[config.mk]
export PLATFORM = sky130hd
export DESIGN_NAME = card_fifo_p
export DESIGN_NICKNAME = d
export VERILOG_FILES = /design/src/rtl/card_fifo_p.sv
export SDC_FILE = /design/constraint.sdc
export NUM_CORES = 1
export LEC_CHECK = 0
export CAP_MARGIN = 20
export CORE_MARGIN = 4
export CORE_UTILIZATION = 55
export DETAILED_ROUTE_END_ITERATION = 10
export DONT_BUFFER_PORTS = 1
export HOLD_SLACK_MARGIN = 0.02
export PLACE_DENSITY_LB_ADDON = 0.15
export RECOVER_POWER = 100
export SLEW_MARGIN = 20
export SYNTH_ARGS = -nofsm -noshare
export SYNTH_HDL_FRONTEND = slang
export SYNTH_SLANG_ARGS = --single-unit
[constraint.sdc]
create_clock -name clk_i -period 7.3 [get_ports clk_i]
set_clock_uncertainty 0.2 [all_clocks]
set_input_delay 1.095 -clock clk_i [delete_from_list [all_inputs] [get_ports clk_i]]
set_output_delay 1.095 -clock clk_i [all_outputs]
set_load 0.02 [all_outputs]
[src/rtl/card_fifo_p.sv]
// card_fifo_p: shift-register FIFO with a flat view of every slot in age order and sticky error flags.
// Slot 0 is always the head, and unused slots are kept at zero, so the flat view needs no masking.
module card_fifo_p #(
  parameter int DATA_W    = 8,
  parameter int DEPTH     = 11,
  parameter int SAVE_EDGE = 1
) (
  input  logic                         clk_i,
  input  logic                         rst_i,
  input  logic                         save,
  input  logic                         pop,
  input  logic                         clear,
  input  logic [DATA_W-1:0]            data_in,
  output logic [DATA_W-1:0]            data_out,
  output logic [DEPTH*DATA_W-1:0]      data_flat_o,
  output logic [$clog2(DEPTH+1)-1:0]   count_o,
  output logic                         full_o,
  output logic                         empty_o,
  output logic                         overflow_o,
  output logic                         underflow_o
);
  localparam int CW = $clog2(DEPTH+1);
  localparam logic [CW-1:0] full_v = CW'(DEPTH);
  logic [DEPTH-1:0][DATA_W-1:0] mem, mem_n;
  logic [CW-1:0] count, count_n, wpos;
  logic save_q, push_req, do_push, do_pop, ovf, unf, ovf_n, unf_n;
  always_comb begin
    push_req = (SAVE_EDGE != 0) ? (save & ~save_q) : save;
    do_pop   = pop & (count != '0);
    do_push  = push_req & ((count != full_v) | pop);
    wpos     = do_pop ? count - CW'(1) : count;
    count_n  = clear ? '0 : count + CW'(do_push) - CW'(do_pop);
    ovf_n    = ~clear & (ovf | (push_req & (count == full_v) & ~pop));
    unf_n    = ~clear & (unf | (pop & (count == '0)));
    mem_n    = do_pop ? mem >> DATA_W : mem;
    for (int i = 0; i < DEPTH; i++)
      if (do_push && wpos == CW'(i)) mem_n[i] = data_in;
    if (clear) mem_n = '0;
  end
  // save_q tracks save even across clear so a held save never re-fires
  always_ff @(posedge clk_i or negedge rst_i) begin
    if (!rst_i) begin
      mem    <= '0;
      count  <= '0;
      ovf    <= 1'b0;
      unf    <= 1'b0;
      save_q <= 1'b0;
    end else begin
      mem    <= mem_n;
      count  <= count_n;
      ovf    <= ovf_n;
      unf    <= unf_n;
      save_q <= save;
    end
  end
  assign data_out    = mem[0];
  assign data_flat_o = mem;
  assign count_o     = count;
  assign full_o      = count == full_v;
  assign empty_o     = count == '0;
  assign overflow_o  = ovf;
  assign underflow_o = unf;
endmodule

==> results.cfg, run 1 <==
[synthesis]
synth_fp_nets = 591
synth_fa_ha_area_share_pct = 2.772
yosysTopAreaCell = dfrtp_1
synth_xor_area_share_pct = 0.3346
ys_async_sr_fraction_pct = 100.0
synthTopCellsByArea = dfrtp_1 45%, a221o_1 12%, nand2_1 12%
synth_edf_count = 0
synth_area_um2 = 5235
synth_cell_types = 36
synth_top_family_by_area = compound AO/OA/AOI/OAI gates
avgSynthCellArea_um2 = 9.233
synth-seq-cells = 95
synthMuxAreaShare_pct = 5.449
synth-simple-area-share_pct = 17.83
synth_compound_area_share_pct = 22.42
netlist_instances = 567
ys.flop_type = dfrtp_1
synth_top_area_share_pct = 45.41
ys_warn_count = 0
synth_seq_area_share_pct = 45.41

[layout]
num-nets-final = 551
finalNonFillerCells = 661
diodes = 0
seqCellArea_um2 = 2377
syn_to_final_growth_pct = 3.250
final_cell_mix = 165 x nand2_1, 95 x dfrtp_1, 64 x a221o_1
layout_commonest_cell = nand2_1
drive_above_1_share_pct = 6.391
multi_input_area_um2 = 2536
fillers = 814

[floorplan]
fp-row-count = 35
die_h_um = 105.6
die-area_um2 = 11140
die_x_um = 105.6
core_area_um2 = 9240
io_pins = 117
start_util_pct = 56.66

[power_and_ir_drop]
power_mw = 1.680
p_clk_share_pct = 25.3
sequentialPowerShare_pct = 40.2
pwr-share-comb_pct = 34.5
powerDensity_nw_per_um2 = 310.7
vdd_drop_max_mv = 0.2285
power.switching_mw = 0.7198
p_sw_share_pct = 42.86
p_leak_nw = 2.282
intPower_mw = 0.9597

[clock_network]
htree_num_levels = 3
cts_tree = built
cts.repair.resized = 0
clockBufferDepth = 2
post_cts_buffers = 0
cts_sinks = 95
clk_pin_slew_worst_paths_ns = 0.10
clk_latency_ns = 0.36
holdBufCountCts = 0
cts_made_buffers = 9
cts_root_buffer = clkbuf_8

[placed_design]
post-place-cells = 645
gp_congestion = 0.8209
place_ws_ns = 3.129
portBuffers = 0
dp_hpwl_um = 9031

[drt]
drt_first_pass_iters = 4
first_iter_violations = 284
routedWlPerCell_um = 21.63
wl_um = 14300
route.vias.total = 4212
post_drt_via_cell_ratio = 6.372
drc_errors = 0
postRouteAntennaNets = 0

[critical_path]
reg2reg_depth = 8
path_buf_inv = 2
cp.depth = 8
criticalPathCategory = reg2reg
rrSetupSlack_ns = 2.45
crit_family = compound AO/OA/AOI/OAI gates
cp-start-kind = register
reg2reg_from = count_o[2]
r2r_end = data_flat_o[73]
slowest_delay_ns = 1.07
critPathCaptureType = register
cp_data_required_time_ns = 7.31
crit_chain = inv_1 > ha_1 > a21bo_1 > inv_4 > a31oi_1 > o21ba_1 > nand3_1 > mux2i_1
cp_slowest_cell = a21bo_1
arrival_ns = 4.85
worstPathMaxFanout = 85

[timing]
drv_slew = 0
setup_viol = 0
tightest_slew_ns = 1.412
hold_viol_final = 0
rsz0062_at_grt = no
fmax_mhz = 206.4
maxSlewHeadroom_pct = 5.897
final.setup.tns_ns = 0
fin_crit_ns = 4.846
fin_crit_sh_pct = 66.38
layout_setup_ws_ns = 2.454

[grt]
grt_pass1_wl_um = 22810
first_global_vias = 4063
antenna_found_initial = 0
gr-total-overflow = 0
grtUsageTotal_pct = 25.51
grt_max_degree = 103

[hold_path]
min_path_type = in2async

[run_status]
status = completed

[flow_run]
maxCapViolCount = 0
==> kinds of logic after synthesis <==
family          count (synthesis)
xor+xnor                        2
mux                            28
simple gates                  209
buf+inv                        66
fa+ha+maj                      11
flops                          95
compound gates                156
==> registers in the layout, summed over array words and instances (netlist names) <==
| name | flops |
|---|---|
| underflow_o | 1 |
| data_out | 8 |
| data_flat_o | 80 |
| count_o | 4 |
| save_q | 1 |
| overflow_o | 1 |
==> cell type report <==
cell class	instances	share of cell area, %
inverters	8	0.6019
multi-input cells	406	46.92
clock inverters	5	1.921
clock buffers	11	2.616
well taps	129	2.986
flip-flops and latches	95	43.98
repair buffers	7	0.9722
==> synth_stat cells (2+ instances only) <==
| master | n |
|---|---|
| nand3b_1 | 8 |
| a221o_1 | 64 |
| nor4_4 | 2 |
| nand3_2 | 3 |
| buf_2 | 6 |
| o21ai_0 | 21 |
| o21ai_1 | 44 |
| nand2b_1 | 8 |
| buf_4 | 10 |
| mux2i_1 | 27 |
| inv_1 | 7 |
| clkbuf_1 | 39 |
| ha_1 | 10 |
| nand2_1 | 163 |
| nand2_2 | 8 |
| nor2_1 | 8 |
| nor2b_1 | 5 |
| dfrtp_1 | 95 |
| a21o_1 | 16 |
| a21oi_1 | 6 |
| buf_1 | 2 |
==> routing by layer <==
layer  vias up  share of wire, %  global-route usage (%)
met1      2099                41                   34.12
li1       1930                 -                       -
met5         -                 0                       0
met4         0               1.5                   7.031
met2       164                48                   39.89
met3        19               9.7                   8.451
==> metrics by stage <==
step	hold WS, ns	area [µm²]	util [%]
5_1_grt	0.1943	5405	58.50
2_1_floorplan	0.3525	5235	-
6_report	0.2162	5405	58.50
4_1_cts	0.2094	5431	58.78
3_3_place_gp	0.3743	5186	56.13
3_5_place_dp	0.4124	5186	56.13
==> how the worst max path moves through the flow <==
stage               startpoint  slack (ns)              end
floorplan                  pop        3.91       count_o[1]
global placement           pop        3.19  data_flat_o[53]
detailed placement         pop        3.13  data_flat_o[23]
CTS                 count_o[2]        3.14      data_out[0]
global route        count_o[2]        2.05  data_flat_o[83]
finish              count_o[2]        2.45  data_flat_o[73]
==> power groups by stage <==
| stage | sequential (mW) | combinational [mW] | clock, mW |
|---|---|---|---|
| floorplan | 0.655 | 0.493 | 0 |
| global placement | 0.687 | 0.571 | 0 |
| detailed placement | 0.688 | 0.589 | 0 |
| CTS | 0.677 | 0.591 | 0.432 |
| global route | 0.683 | 0.633 | 0.457 |
| finish | 0.675 | 0.580 | 0.424 |
Power figures use the tool's default switching activity.
==> run 2, diff against run 1 <==
- clock period: 7.3 -> 5 ns (I/O delays scaled with it)
==> results.cfg, run 2 (same netlist as run 1, synthesis figures left out) <==
[grt]
grt_pass1_wl_um = 23810
grt_max_degree = 103
gr-total-overflow = 0
grtUsageTotal_pct = 26.46
antenna_found_initial = 0
first_global_vias = 4144

[clock_network]
htree_num_levels = 3
cts_root_buffer = clkbuf_8
clockBufferDepth = 2
clk_pin_slew_worst_paths_ns = 0.09
cts_tree = built
clk_latency_ns = 0.37
post_cts_buffers = 0
cts_made_buffers = 9
cts_sinks = 95

[power_and_ir_drop]
power_mw = 2.386
powerDensity_nw_per_um2 = 444.6
power.switching_mw = 1.094
p_leak_nw = 2.260
p_sw_share_pct = 45.84
sequentialPowerShare_pct = 41.3
intPower_mw = 1.292
vdd_drop_max_mv = 0.4268
p_clk_share_pct = 21.9
pwr-share-comb_pct = 36.8

[drt]
drc_errors = 0
first_iter_violations = 249
routedWlPerCell_um = 21.91
drt_first_pass_iters = 5
wl_um = 14550
post_drt_via_cell_ratio = 6.536
route.vias.total = 4340
postRouteAntennaNets = 0

[timing]
rsz0062_at_grt = no
fin_crit_ns = 4.252
holdWs_ns = 0.2015
layout_setup_ws_ns = 0.7484
final.setup.tns_ns = 0
fin_crit_sh_pct = 85.03
setup_viol = 0
drv_slew = 96
maxSlewHeadroom_pct = -57.90
hold_viol_final = 0
tightest_slew_ns = 2.368
fmax_mhz = 235.2

[layout]
largest_reg_flops = 80
num-nets-final = 554
syn_to_final_growth_pct = 2.510
fillers = 831
layout_commonest_cell = nand2_1
diodes = 0
fin_util_pct = 58.08
final_cell_mix = 165 x nand2_1, 95 x dfrtp_1, 64 x a221o_1
drive_above_1_share_pct = 6.916

[critical_path]
arrival_ns = 4.33
cp_data_required_time_ns = 5.08
worstPathMaxFanout = 37
criticalPathCategory = reg2reg
critPathCaptureType = register
cp-start-kind = register

[run_status]
violations = max-capacitance violations, max-slew violations
status = finished with violations

[floorplan]
io_pins = 117
die_h_um = 105.6
start_util_pct = 56.66
core_area_um2 = 9240
die-area_um2 = 11140
fp-row-count = 35
die_x_um = 105.6

[placed_design]
gp_congestion = 0.8122
dp_hpwl_um = 9203
portBuffers = 0
place_ws_ns = 1.138

[hold_path]
min_path_type = in2reg

[flow_run]
maxCapViolCount = 1
-- run 2: changes by cell type in the layout (fill, tap and decap cells not counted), sizes merged --
| cell | before | now |
|---|---|---|
| buf | 7 | 6 |
| clkinvlp | 0 | 1 |
| clkinv | 1 | 4 |
| bufinv | 3 | 1 |
| clkbuf | 11 | 13 |
-- run 2: final cells by class --
cell class / count / area [µm²] / share of cell area (%)
multi-input combinational: 406 / 2536 / 47.26
sequential: 95 / 2377 / 44.30
tap: 129 / 161.4 / 3.008
clock buffer: 9 / 123.9 / 2.308
clock inverter: 7 / 72.57 / 1.352
timing repair buffer: 10 / 62.56 / 1.166
inverter: 8 / 32.53 / 0.6062
-- run 2: worst paths after layout --
| path | from | depth (start not counted) | slack (ns) | endpoint |
|---|---|---|---|---|
| max in group asynchronous | rst_i | 1 | 2.32 | data_flat_o[81] |
| max reg2reg | count_o[2] | 9 | 0.75 | data_flat_o[49] |
| min in group asynchronous | rst_i | 1 | 0.88 | data_flat_o[17] |
| min | save | 0 | 0.20 | save_q |
| max | count_o[2] | 9 | 0.75 | data_flat_o[49] |
| min reg2reg | save_q | 3 | 0.40 | overflow_o |
-- run 2: critical path, cell delays in order (launching register included) --
cell      delay, ns
dfrtp_1        0.54
inv_1          0.32
ha_1           0.26
a21bo_2        0.67
inv_4          0.31
and4_1         0.38
nor4_4         0.16
clkbuf_1       0.65
nand2_1        0.38
o21ai_0        0.25
-- run 2: per-stage QoR --
stage                     cell area [µm²]  cells
after CTS                            5425    664
after global placement               5201    647
after floorplan                      5235    567
after global routing                 5366    664
final                                5366    664
after detailed placement             5201    647
-- run 2: power groups by stage --
stage	sequential (mW)	clock [mW]	combinational, mW
2_1_floorplan	0.957	0	0.720
3_3_place_gp	1.00	0	0.849
3_5_place_dp	1.00	0	0.877
4_1_cts	0.987	0.529	0.900
5_1_grt	0.996	0.561	0.971
6_report	0.986	0.522	0.878
-- run 2: layer usage --
metal / vias to the layer above / GRT usage [%] / share of wire [%]
met1: 2188 / 36.28 / 41
met5: - / 0 / 0
li1: 1938 / - / -
met4: 0 / 6.938 / 0.98
met3: 12 / 7.348 / 9.2
met2: 202 / 41.62 / 48
-- run 2: timing repair --
action                                  4_1_cts  5_1_grt
endpoints found under the setup margin        0        0
resized for setup                             0        0
hold buffers                                  1        0
hold endpoints to repair                     95        0
